===== src/rtl/xocc_cmd_fifo.sv =====
// ---------------------------------------------------------------------------
// xocc_cmd_fifo
//   Show-ahead (first-word-fall-through) synchronous FIFO for XOCC
//   command/response words. The head entry sits on rd_data whenever the FIFO
//   is not empty, so a consumer samples rd_data and pulses rd_en to retire it.
//
// Parameters
//   DATA_WIDTH   word width (matches bridge CMD_WIDTH/RSP_WIDTH)
//   ADDR_WIDTH   log2(depth), legal 1..8; DEPTH = 2**ADDR_WIDTH
//   AFULL_THRESH almost_full asserts when level >= AFULL_THRESH
//
// Ports
//   clk, rstn           clock (posedge) / asynchronous active-low reset
//   wr_en, wr_data      push request and data; full = no free entry
//   rd_en, rd_data      pop request and head entry (0 while empty); empty
//   err_clr             synchronous clear of the sticky error flags
//   ovf_err, udf_err    sticky push-while-full / pop-while-empty flags
//   level, almost_full  occupancy and threshold flag, only when the macro
//                       XOCC_FIFO_LEVEL_EN is defined
// ---------------------------------------------------------------------------
module xocc_cmd_fifo #(
  parameter int DATA_WIDTH   = 32,
  parameter int ADDR_WIDTH   = 3,
  parameter int AFULL_THRESH = 6
) (
  input  logic                  clk,
  input  logic                  rstn,
  input  logic                  wr_en,
  input  logic [DATA_WIDTH-1:0] wr_data,
  output logic                  full,
  input  logic                  rd_en,
  output logic [DATA_WIDTH-1:0] rd_data,
  output logic                  empty,
  input  logic                  err_clr,
  output logic                  ovf_err,
  output logic                  udf_err
`ifdef XOCC_FIFO_LEVEL_EN
  ,
  output logic [ADDR_WIDTH:0]   level,
  output logic                  almost_full
`endif
);

  localparam int DEPTH = 1 << ADDR_WIDTH;

  // Reject configurations the pointer arithmetic cannot represent.
  generate
    if (ADDR_WIDTH < 1 || ADDR_WIDTH > 8 ||
        AFULL_THRESH < 1 || AFULL_THRESH > DEPTH) begin : g_param_check
      $error("xocc_cmd_fifo: illegal ADDR_WIDTH/AFULL_THRESH");
    end
  endgenerate

  // Storage is deliberately not reset; the pointers alone define validity.
  logic [DATA_WIDTH-1:0] mem_q [DEPTH];

  // Pointers carry one extra MSB that toggles on every wrap of the address.
  logic [ADDR_WIDTH:0] wr_ptr_q, wr_ptr_d;
  logic [ADDR_WIDTH:0] rd_ptr_q, rd_ptr_d;
  logic                ovf_q, ovf_d;
  logic                udf_q, udf_d;
  logic                push_ok;
  logic                pop_ok;

  assign empty = (wr_ptr_q == rd_ptr_q);
  assign full  = (wr_ptr_q[ADDR_WIDTH-1:0] == rd_ptr_q[ADDR_WIDTH-1:0]) &&
                 (wr_ptr_q[ADDR_WIDTH] != rd_ptr_q[ADDR_WIDTH]);

  // Flags come from the registered pointers, so a push into a full FIFO is
  // refused even when a pop retires an entry in the same cycle.
  assign push_ok = wr_en && !full;
  assign pop_ok  = rd_en && !empty;

  always_comb begin
    wr_ptr_d = wr_ptr_q + {{ADDR_WIDTH{1'b0}}, push_ok};
    rd_ptr_d = rd_ptr_q + {{ADDR_WIDTH{1'b0}}, pop_ok};
    // A new error in the clear cycle keeps the flag set.
    ovf_d = (wr_en && full)  ? 1'b1 : (err_clr ? 1'b0 : ovf_q);
    udf_d = (rd_en && empty) ? 1'b1 : (err_clr ? 1'b0 : udf_q);
  end

  always_ff @(posedge clk or negedge rstn) begin
    if (!rstn) begin
      wr_ptr_q <= '0;
      rd_ptr_q <= '0;
      ovf_q    <= 1'b0;
      udf_q    <= 1'b0;
    end else begin
      wr_ptr_q <= wr_ptr_d;
      rd_ptr_q <= rd_ptr_d;
      ovf_q    <= ovf_d;
      udf_q    <= udf_d;
    end
  end

  always_ff @(posedge clk) begin
    if (push_ok) begin
      mem_q[wr_ptr_q[ADDR_WIDTH-1:0]] <= wr_data;
    end
  end

  // Gate the head word so a drained FIFO never shows a stale entry.
  assign rd_data = empty ? '0 : mem_q[rd_ptr_q[ADDR_WIDTH-1:0]];
  assign ovf_err = ovf_q;
  assign udf_err = udf_q;

`ifdef XOCC_FIFO_LEVEL_EN
  localparam logic [ADDR_WIDTH:0] AFULL_LVL = AFULL_THRESH[ADDR_WIDTH:0];

  // Modulo subtraction of wrap-bit pointers gives 0..DEPTH directly.
  assign level       = wr_ptr_q - rd_ptr_q;
  assign almost_full = (level >= AFULL_LVL);
`endif

endmodule


===== config.mk =====
export PLATFORM = sky130hd
export DESIGN_NAME = xocc_cmd_fifo
export DESIGN_NICKNAME = d
export VERILOG_FILES = /design/src/rtl/xocc_cmd_fifo.sv
export SDC_FILE = /design/constraint.sdc
export NUM_CORES = 1
export LEC_CHECK = 0
export ABC_AREA = 1
export BUFFER_PORTS_ARGS = -buffer_cell sky130_fd_sc_hd__buf_4
export CAP_MARGIN = 20
export CORE_MARGIN = 5
export CORE_UTILIZATION = 50
export CTS_CLUSTER_DIAMETER = 40
export DETAILED_ROUTE_END_ITERATION = 6
export GPL_TIMING_DRIVEN = 0
export PLACE_DENSITY = 0.64
export SLEW_MARGIN = 5
export SYNTH_ARGS = -nofsm -noshare
export SYNTH_HDL_FRONTEND = slang
export SYNTH_SLANG_ARGS = --single-unit

===== constraint.sdc =====
create_clock -name clk -period 3.9 [get_ports clk]
set_input_delay 0.78 -clock clk [delete_from_list [all_inputs] [get_ports clk]]
set_output_delay 0.78 -clock clk [all_outputs]
set_load 0.01 [all_outputs]

* Word level (Yosys, flattened, before mapping) *
Memory sizes are Yosys's and may differ from the RTL's.
Index checks and enable logic that the tools add are counted.

operators by class
  $add $sub $neg = 2
  equality and inequality tests = 3
  muxes and demuxes = 6
  reduce and logical (&&, ||, !) cells = 9

operators with widths
  cell                                    count
  32-bit two-way mux                      1
  4-bit by 1-bit adder with 4-bit output  2
  1-bit logical AND                       5
  1-bit two-way mux                       5
  4-bit == test                           1
  2-bit nonzero test                      2
  3-bit == test                           1
  1-bit logical NOT                       2
  1-bit != test                           1

word-level totals
  flip-flop bits (word level) = 10
  memory bits (writable) = 256
  input bits = 37
  output and inout bits = 36
  word-level logic and storage cells = 25
  memories = 1

memory list
  name   words  bits a word  rd ports  clocked after memory_dff  write ports  line  text
  mem_q  8      32           1         0                         1            55    logic [DATA_WIDTH-1:0] mem_q [DEPTH];

* Depth between registers and ports, before layout *
Gate-level depths: netlist of the first run.

  depth after elaboration = 6
  mapped depth = 11
  mapped depth without buffers = 10

* Worst setup path after synthesis of the first run *
OpenSTA, ideal clock, no wires.

  path type = register to register
  start = register rd_ptr_q[1]
  end = memory mem_q[0][0] (enable)
  library setup time = 0.421 ns
  arrival time = 2.358 ns
  data required time = 3.479 ns
  path slack = 1.121 ns
  stages on the path, launching flop included = 8
  buffers on the path = 2
  clock period less this slack = 2.779 ns
  path through = dfrtp_1 -> buf_4 -> buf_4 -> nand2_1 -> nand2_1 -> nand4_1 -> nand2_2 -> nor2_1

on the way
  word-level cells in the longest chain between the ends = 6

ends and longest elaborated chain
  what                                     line  text
  from (decl)                              59    logic [ADDR_WIDTH:0] rd_ptr_q, rd_ptr_d;
  from (signal assigned)                   90    rd_ptr_q <= rd_ptr_d;
  3-bit == test                            66    assign full = (wr_ptr_q[ADDR_WIDTH-1:0] == rd_ptr_q[ADDR_WIDTH-1:0]) &&
  1-bit logical AND                        66
  1-bit logical NOT                        71    assign push_ok = wr_en && !full;
  1-bit logical AND                        71
  1-bit two-way mux                        97    if (push_ok) begin
  1-bit two-way mux (not written as such)  98    mem_q[wr_ptr_q[ADDR_WIDTH-1:0]] <= wr_data;
  to (decl)                                55

No other way between the ends.

* Worst setup path in the final report of the first run *
  start = register rd_ptr_q[1]
  end = output port rd_data[30]

on the way
  word-level cells in the longest chain between the ends = 2
  elaborated cells between the ends (all ways) = 3
  those cells by class = 1 x eq/ne; 1 x mux; 1 x memory

ends and longest elaborated chain
  what                                                            line  text
  memory read 8 x 32 bit / 4-bit == test (equally long branches)  n/a
  32-bit two-way mux (*)                                          103   assign rd_data = empty ? '0 : mem_q[rd_ptr_q[ADDR_WIDTH-1:0]];
  to (decl)                                                       32    output logic [DATA_WIDTH-1:0] rd_data,

Every way passes the cells marked *; elsewhere a longest branch is shown, timed or not.

==> results of run 1 <==
-- cells in the final DEF, fill, tap and decap left out, drive strengths merged --
cell | Yosys | layout
dfrtp | 10 | 10
edfxtp | 256 | 256
ha | 4 | 4
nand4 | 2 | 2
clkinv | 0 | 10
clkinvlp | 0 | 4
inv | 110 | 111
buf | 43 | 123
bufinv | 0 | 7
nand3 | 74 | 74
nor2 | 235 | 235
nand2 | 183 | 183
clkbuf | 11 | 52
o21ai | 97 | 97
xor2 | 4 | 4
-- stage by stage --
stage / setup WS (ns) / total power [W] / setup TNS [ns] / hold WS (ns)
after floorplan: 1.12 / 0.00656 / 0 / 0.480
after global placement: -0.434 / 0.00832 / -63.83 / 0.469
after detailed placement: 1.40 / 0.00849 / 0 / 0.474
after CTS: 0.838 / 0.0119 / 0 / 0.0871
after global routing: 0.758 / 0.0125 / 0 / 0.102
final: 0.837 / 0.0118 / 0 / 0.0942
-- sequential cells by signal, indices dropped and copies added, names as in the netlist --
| name | cells |
|---|---|
| mem_q | 256 |
| rd_ptr_q | 4 |
| wr_ptr_q | 4 |
| ovf_err | 1 |
| udf_err | 1 |
-- per-layer routing --
metal / share of wire / GRT usage
met1: 0.42 / 0.277
met2: 0.49 / 0.352
met3: 0.065 / 0.0334
met4: 0.023 / 0.0731
met5: 0 / 0
-- path summary, 6_finish.rpt --
kind | end | cells past startpoint
max | rd_data[30] | 10
min | rd_ptr_q[0] | 1
max reg2reg | mem_q[6][17] | 8
min reg2reg | udf_err | 2
max in group asynchronous | wr_ptr_q[2] | 1
min in group clk | udf_err | 2
-- power breakdown --
group / leakage, nW / switching [W] / internal [W] / total [W]
Combinational: 2.54 / 0.00302 / 0.00168 / 0.00471
Sequential: 2.44 / 0.000104 / 0.00362 / 0.00372
Clock: 0.594 / 0.00118 / 0.00220 / 0.00338
-- cell families after synthesis --
kind of cell    Yosys count  share of synthesized area
simple gates            494                      0.181
flops                   266                      0.701
fa+ha+maj                 4                    0.00442
compound gates           97                     0.0429
xor+xnor                  4                    0.00309
buf+inv                 164                     0.0675
-- cell type report --
cell class / instances / share of cell area
Timing Repair Buffer: 80 / 0.0543
Sequential cell: 266 / 0.578
Clock inverter: 22 / 0.0221
Tap cell: 285 / 0.0260
Multi-Input combinational cell: 599 / 0.195
Inverter: 110 / 0.0303
Buffer: 54 / 0.0254
Clock buffer: 41 / 0.0685
==> flow_summary.ini, run 1 <==
[final_layout]
final_util = 0.610
area_growth_syn_to_layout_pct = 21.3
multi_input_area_mm2 = 0.00268
fin_area_mm2 = 0.0137
final_cells = 1457
nets = 1187
drive_gt1_frac = 0.193
num_antenna_cells = 0
fillCellCount = 1781
seq_area_mm2 = 0.00794

[yosys]
synthFlopType = edfxtp_1
yosysWarningCount = 0
yosysSeqAreaShare = 0.701
syn_inst = 1029
yosys-top-cells-area = edfxtp_1, nor2_1, nand2_1, o21ai_0, inv_1
synthesis.nets = 1070
synth_top_area_share = 0.679
synth.distinct_cells = 23
yosys.area.top_type = edfxtp_1
synth_common_cells = edfxtp_1, nor2_1, nand2_1, inv_1, o21ai_0
avgSynthCellArea_um2 = 11.0
synth-edff-count = 256
synth_seq_cells = 266
syn_area_mm2 = 0.0113
synth.most_common_cell = edfxtp_1
async_flop_share = 0.0376

[die]
die_w_um = 160
die_h_um = 160
placeableCoreArea_mm2 = 0.0225
rows = 55
io_pins = 73
dieArea_mm2 = 0.0258
start_util = 0.503

[setup_path]
r2r_start = rd_ptr_q[1]
critPathTopFamily = buffers and inverters
cp.required_ns = 3.12
slowest_stage = dfrtp_1
crit_start = rd_ptr_q[1]
crit_chain = buf_4 -> inv_2 -> nand2_1 -> nand2_2 -> nor2_4 -> nand2_4 -> buf_6 -> nand2_1 -> nor2_1 -> buf_4
critPathMaxFanout = 10
r2r_slack_ns = 1.41
crit_arrival_ns = 2.28
cp-start-kind = flop
cpPeakStageDelay_ns = 0.38
crit_buf_inv = 4
crit_type = reg -> out
crit_path_end_kind = output port

[drt]
antenna_left = 0
vias = 7580
first_pass_iters = 5
wl_per_cell_um = 18.5
wl_um = 27000
drc_errors = 0
initialDrtViolationCount = 543
routed_via_density = 5.20

[clocking]
cts_tree = built
clk_latency_ns = 0.50
cts.sinks = 266
cts_resized = 0
clock-root-buffer = clkbuf_16
cts_buffers = 35
post_cts.repair.setup_buffers = 0
cts_buffer_depth = 3
clk_pin_slew_ns = 0.05
cts_hold_buf = 0
htreeDepth = 2

[timing]
period_share = 0.785
hold_viol = 0
min_period_ns = 3.06
fmax_ghz = 0.326
max-slew-margin-rel = 0.518
worst_pin_slew_ns = 0.721
maxSlewViolCount = 0
skew_ns = 0.00964
grt_setup_unrepaired = false
setup_viol = 0

[global_route]
grt_max_degree = 26
grt_pass1_wl_um = 41600
antenna_found_initial = 0
grt.total_usage = 0.209
grt-ovfl-total = 0
grt_pass1_vias = 7487

[power]
p_per_area_mw_per_mm2 = 860
p_leak_nw = 5.58
ir_drop_uv = 441

[placement]
port_buffers = 72
place.gp.congestion = 0.763
placed_area_mm2 = 0.0125
dp_cells = 1394
place_hpwl_um = 16700

[worst_hold_path]
hp-class = in -> async

[status]
outcome = finished clean

[run]
maxCapViolCount = 0
No activity file was read; power rests on OpenSTA's default activity.
==> run 2: changes to the inputs <==
Settings changed: ABC_AREA 1 to 0, PLACE_DENSITY 0.64 to 0.67.
Clock period 3.9 ns to 2.75 ns, I/O delays scaled along.
==> run 2 against run 1 <==
Core utilization increased by 1.1 points. Combinational power increased by 24%. Clock power increased by 25%. Critical endpoint is now rd_data[18]. Highest routed layer unchanged.
==> flow_summary.ini, run 2 <==
[status]
outcome = finished clean

[final_layout]
final_common_cell = edfxtp_1
most-common-layout-cells = edfxtp_1, mux2i_1, buf_4, a22oi_1, clkbuf_16
drive_gt1_frac = 0.279
largest_register_ffs = 256
num_antenna_cells = 0
fillCellCount = 1485
area_growth_syn_to_layout_pct = 23.4
fin_area_mm2 = 0.0129
final_cells = 998
nets = 739

[power]
p_per_area_mw_per_mm2 = 1190
p_leak_nw = 4.78
ir_drop_uv = 685

[setup_path]
cp.required_ns = 2.20
crit_chain = buf_2 -> xnor2_1 -> nand4_1 -> buf_4 -> clkbuf_4 -> and3_1 -> buf_4
crit_top_cell = buf_4
cp-start-kind = flop
crit_type = reg -> out
reg2regPathDepth = 6
crit_path_end_kind = output port
critPathMaxFanout = 10
cpPeakStageDelay_ns = 0.35
crit_arrival_ns = 2.14
slowest_stage = dfrtp_1

[yosys]
yosys.area.top_type = edfxtp_1
yosysSeqAreaShare = 0.758
synth_top_area_share = 0.734
avgSynthCellArea_um2 = 18.4
synth.most_common_cell = edfxtp_1
yosysWarningCount = 0
synth.distinct_cells = 28
synthesis.nets = 610
syn_inst = 569
syn_area_mm2 = 0.0105
yosys-top-cells-area = edfxtp_1, mux2i_1, a22oi_1, dfrtp_1, and3_1
synth-edff-count = 256
synth_common_cells = edfxtp_1, mux2i_1, a22oi_1, and3_1, buf_2
async_flop_share = 0.0376
synth_seq_cells = 266
synthFlopType = edfxtp_1

[die]
rows = 53
io_pins = 73
start_util = 0.503
placeableCoreArea_mm2 = 0.0208
die_w_um = 155
dieArea_mm2 = 0.0239
die_h_um = 155

[drt]
wl_per_cell_um = 22.0
vias = 5582
initialDrtViolationCount = 379
drc_errors = 0
antenna_left = 0
wl_um = 21900
first_pass_iters = 5
routed_via_density = 5.59

[placement]
placed_area_mm2 = 0.0117
port_buffers = 72
place.gp.congestion = 0.743
place_hpwl_um = 14100
dp_cells = 932

[timing]
max-slew-margin-rel = 0.299
fmax_ghz = 0.371
maxSlewViolCount = 0
worst_pin_slew_ns = 1.04
setup_viol = 0
grt_setup_unrepaired = true
hold_slack_ns = 0.284
min_period_ns = 2.69
hold_viol = 0
skew_ns = 0.0112
period_share = 0.980

[global_route]
antenna_found_initial = 0
grt.total_usage = 0.184
grt-ovfl-total = 0
grt_pass1_vias = 5868
grt_pass1_wl_um = 33600
grt_max_degree = 26

[clocking]
cts.sinks = 266
clk_latency_ns = 0.49
cts_tree = built
clk_pin_slew_ns = 0.06
cts_buffer_depth = 3
cts_buffers = 34
clock-root-buffer = clkbuf_16
htreeDepth = 2

[run]
maxCapViolCount = 0

[worst_hold_path]
whs_path_depth = 1
hp-class = in -> reg
==> run 2: cell count changes in the layout (fill, tap and decap cells not counted), sizes merged, moves of 7 or more <==
cell,before,now
mux2i,0,128
nand2,183,2
nand3,74,2
inv,111,4
clkbuf,52,45
nor2,235,4
o21ai,97,0
and3,0,32
a22oi,0,64
==> run 2: area by class of cell <==
class / count / area, um2 / share of cell area
sequential: 266 / 7940 / 0.614
multi-input combinational: 264 / 2400 / 0.185
clock buffer: 37 / 883 / 0.0683
timing repair buffer: 93 / 832 / 0.0644
tap: 275 / 344 / 0.0266
buffer: 37 / 307 / 0.0237
clock inverter: 24 / 218 / 0.0168
inverter: 2 / 7.51 / 0.000581
==> run 2: repair_timing <==
item                       4_1_cts  5_1_grt
cloned                           0        0
hold endpoints to repair        10        0
pin swaps                        1        3
hold buffers                     1        0
buffers inserted                 2        2
setup endpoints to repair       39       41
gates resized for setup          5       37
==> run 2: cells by family after synthesis <==
kind of cell,synth area share
compound gates,0.0491
xor+xnor,0.00991
fa+ha+maj,0.00478
buf+inv,0.0244
flops,0.758
mux,0.122
simple gates,0.0319
==> run 2: power breakdown <==
part	leakage [nW]	switching (W)	total [W]	internal (W)
clock	0.523	0.00160	0.00421	0.00261
sequential	2.44	0.000175	0.00533	0.00515
combinational	1.82	0.00316	0.00582	0.00265
==> run 2: metal layers <==
layer / track usage / routed length, um
met5: 0 / 0
met4: 0.0467 / 346
met2: 0.318 / 11200
met1: 0.239 / 8980
met3: 0.0400 / 1390
==> run 2: worst max-delay path: cells and delay by family, from the launching register on <==
kind | cells | cell delay (ns)
xor gates and xnor gates | 1 | 0.20
buffers and inverters | 4 | 0.72
DFF | 1 | 0.35
and+or+nand+nor | 2 | 0.37
==> run 2: final timing paths <==
| check | startpoint | end | slack, ns |
|---|---|---|---|
| max | rd_ptr_q[2] | rd_data[18] | 0.06 |
| min | wr_data[22] | mem_q[2][22] | 0.28 |
| max reg2reg | wr_ptr_q[1] | mem_q[5][22] | 0.07 |
| min reg2reg | wr_ptr_q[1] | wr_ptr_q[1] | 0.51 |
| max in group asynchronous | rstn | rd_ptr_q[1] | 2.17 |
| min in group asynchronous | rstn | udf_err | 0.43 |
==> run 2: metrics by stage <==
| stage | total power, W | utilization | setup WS (ns) | TNS [ns] |
|---|---|---|---|---|
| 2_1_floorplan | 0.00868 | - | -0.929 | -75.08 |
| 3_3_place_gp | 0.0107 | 0.547 | -3.04 | -378.87 |
| 3_5_place_dp | 0.0111 | 0.561 | -0.0420 | -0.410 |
| 4_1_cts | 0.0153 | 0.616 | 0.00610 | 0 |
| 5_1_grt | 0.0161 | 0.621 | -0.0226 | -0.209 |
| 6_report | 0.0154 | 0.621 | 0.0559 | 0 |
==> run 3: changes to the inputs <==
Settings changed: PLACE_DENSITY 0.67 to 0.71.
==> run 3 against run 2 <==
Maximum frequency fell by 0.82%. Via count decreased by 1.5%. Sequential power about the same. First-iteration DRC count shrank 16%. Worst hold slack worse by 0.048 ns. Combinational power is 1% higher.
==> flow_summary.ini, run 3 (synthesis results as in run 2) <==
[timing]
max-slew-margin-rel = 0.327
fin_ws_ns = 0.0337
min_period_ns = 2.72
maxSlewViolCount = 0
setup_viol = 0
hold_viol = 0
setup-tns-final_ns = 0
grt_setup_unrepaired = true
period_share = 0.988
fmax_ghz = 0.368
skew_ns = 0.0107
worst_pin_slew_ns = 0.999

[setup_path]
critPathMaxFanout = 10
crit_path_end_kind = output port
crit_type = reg -> out
cp-start-kind = flop
crit_path_end = rd_data[28]
r2r_start = wr_ptr_q[1]
crit_arrival_ns = 2.17
crit_start = rd_ptr_q[2]
reg2regPathDepth = 5
rr_endpoint = mem_q[1][17]
r2r_slack_ns = 0.19
cp.required_ns = 2.20

[clocking]
clk_latency_ns = 0.54
htreeDepth = 1
cts_tree = built
cts.sinks = 266
clk_pin_slew_ns = 0.06
cts_buffers = 31
cts_buffer_depth = 3
clock-root-buffer = clkbuf_16

[final_layout]
area_growth_syn_to_layout_pct = 23.3
num_antenna_cells = 0
final_common_cell = edfxtp_1
multi_input_area_mm2 = 0.00237
nets = 736
final_util = 0.620
largest_register_ffs = 256
fin_area_mm2 = 0.0129
most-common-layout-cells = edfxtp_1, mux2i_1, buf_4, a22oi_1, and3_1
drive_gt1_frac = 0.269
fillCellCount = 1506
seq_area_mm2 = 0.00794

[drt]
routed_via_density = 5.54
vias = 5500
drc_errors = 0
antenna_left = 0
first_pass_iters = 4
initialDrtViolationCount = 318
wl_per_cell_um = 21.6
wl_um = 21400

[die]
die_h_um = 155
dieArea_mm2 = 0.0239
die_w_um = 155
io_pins = 73
rows = 53
placeableCoreArea_mm2 = 0.0208
start_util = 0.503

[global_route]
grt-ovfl-total = 0
grt_pass1_vias = 5865
antenna_found_initial = 0
grt.total_usage = 0.179
grt_pass1_wl_um = 33200
grt_max_degree = 23

[placement]
place_hpwl_um = 13900
pre_cts_ws_ns = 0.178
placed_area_mm2 = 0.0117
port_buffers = 72
place.gp.congestion = 0.762

[power]
p_per_area_mw_per_mm2 = 1180
ir_drop_uv = 863
p_leak_nw = 4.78

[status]
outcome = finished clean

[worst_hold_path]
hp-class = in -> reg

[run]
maxCapViolCount = 0
## run 3: cell count changes in the layout (fill, tap and decap cells not counted), moves of 3 or more
| cell | delta |
|---|---|
| clkbuf_16 | -4 |
| clkbuf_1 | +5 |
| a22oi_1 | +3 |
| clkbuf_4 | +3 |
| buf_4 | -7 |
| buf_8 | +7 |
| a22oi_2 | -3 |
| clkinv_1 | -5 |
## run 3: layer usage
layer,track usage,part of all wire
met5,0,0
met4,0.0374,0.015
met3,0.0330,0.053
met2,0.320,0.52
met1,0.231,0.42
## run 3: power breakdown
| part | total (W) | switching (W) | internal, W |
|---|---|---|---|
| logic | 0.00589 | 0.00313 | 0.00276 |
| registers | 0.00533 | 0.000178 | 0.00515 |
| clock network | 0.00400 | 0.00154 | 0.00246 |
## run 3: cell type report
class	instances	area share
Sequential cell	266	0.614
Multi-Input combinational cell	264	0.183
Timing Repair Buffer	94	0.0659
Clock buffer	38	0.0621
Buffer	36	0.0300
Tap cell	275	0.0266
Clock inverter	18	0.0171
Inverter	2	0.000581
## run 3: critical path: stages, from the launching register on
cell and delay (ns):
dfrtp_1 0.35, buf_2 0.17, and2_1 0.18, buf_2 0.16, buf_4 0.19, a22oi_1 0.19
and3_1 0.24, buf_4 0.14
## run 3: stage by stage
stage / std cells / total power, W / hold slack (ns)
global route: 993 / 0.0160 / 0.216
global placement: 916 / 0.0107 / 0.384
detailed placement: 934 / 0.0111 / 0.389
floorplan: 569 / 0.00868 / 0.254
finish: 993 / 0.0152 / 0.236
CTS: 993 / 0.0152 / 0.216
## run 3: worst min-delay path by stage
stage,startpoint,end,slack (ns),cells past startpoint
2_1_floorplan,rstn,ovf_err,0.25,0
3_3_place_gp,rstn,udf_err,0.38,1
3_5_place_dp,rstn,udf_err,0.39,1
4_1_cts,wr_data[0],mem_q[4][0],0.22,1
5_1_grt,wr_data[0],mem_q[5][0],0.22,1
6_report,wr_data[0],mem_q[6][0],0.24,1
## run 3: what timing repair did
action | CTS | global route
endpoints found under the hold margin | 10 | 0
hold buffers | 1 | 0
cloned | 0 | 0
endpoints found under the setup margin | 31 | 31
buffers inserted | 2 | 1
resized for setup | 19 | 37
pin swaps | 2 | 4
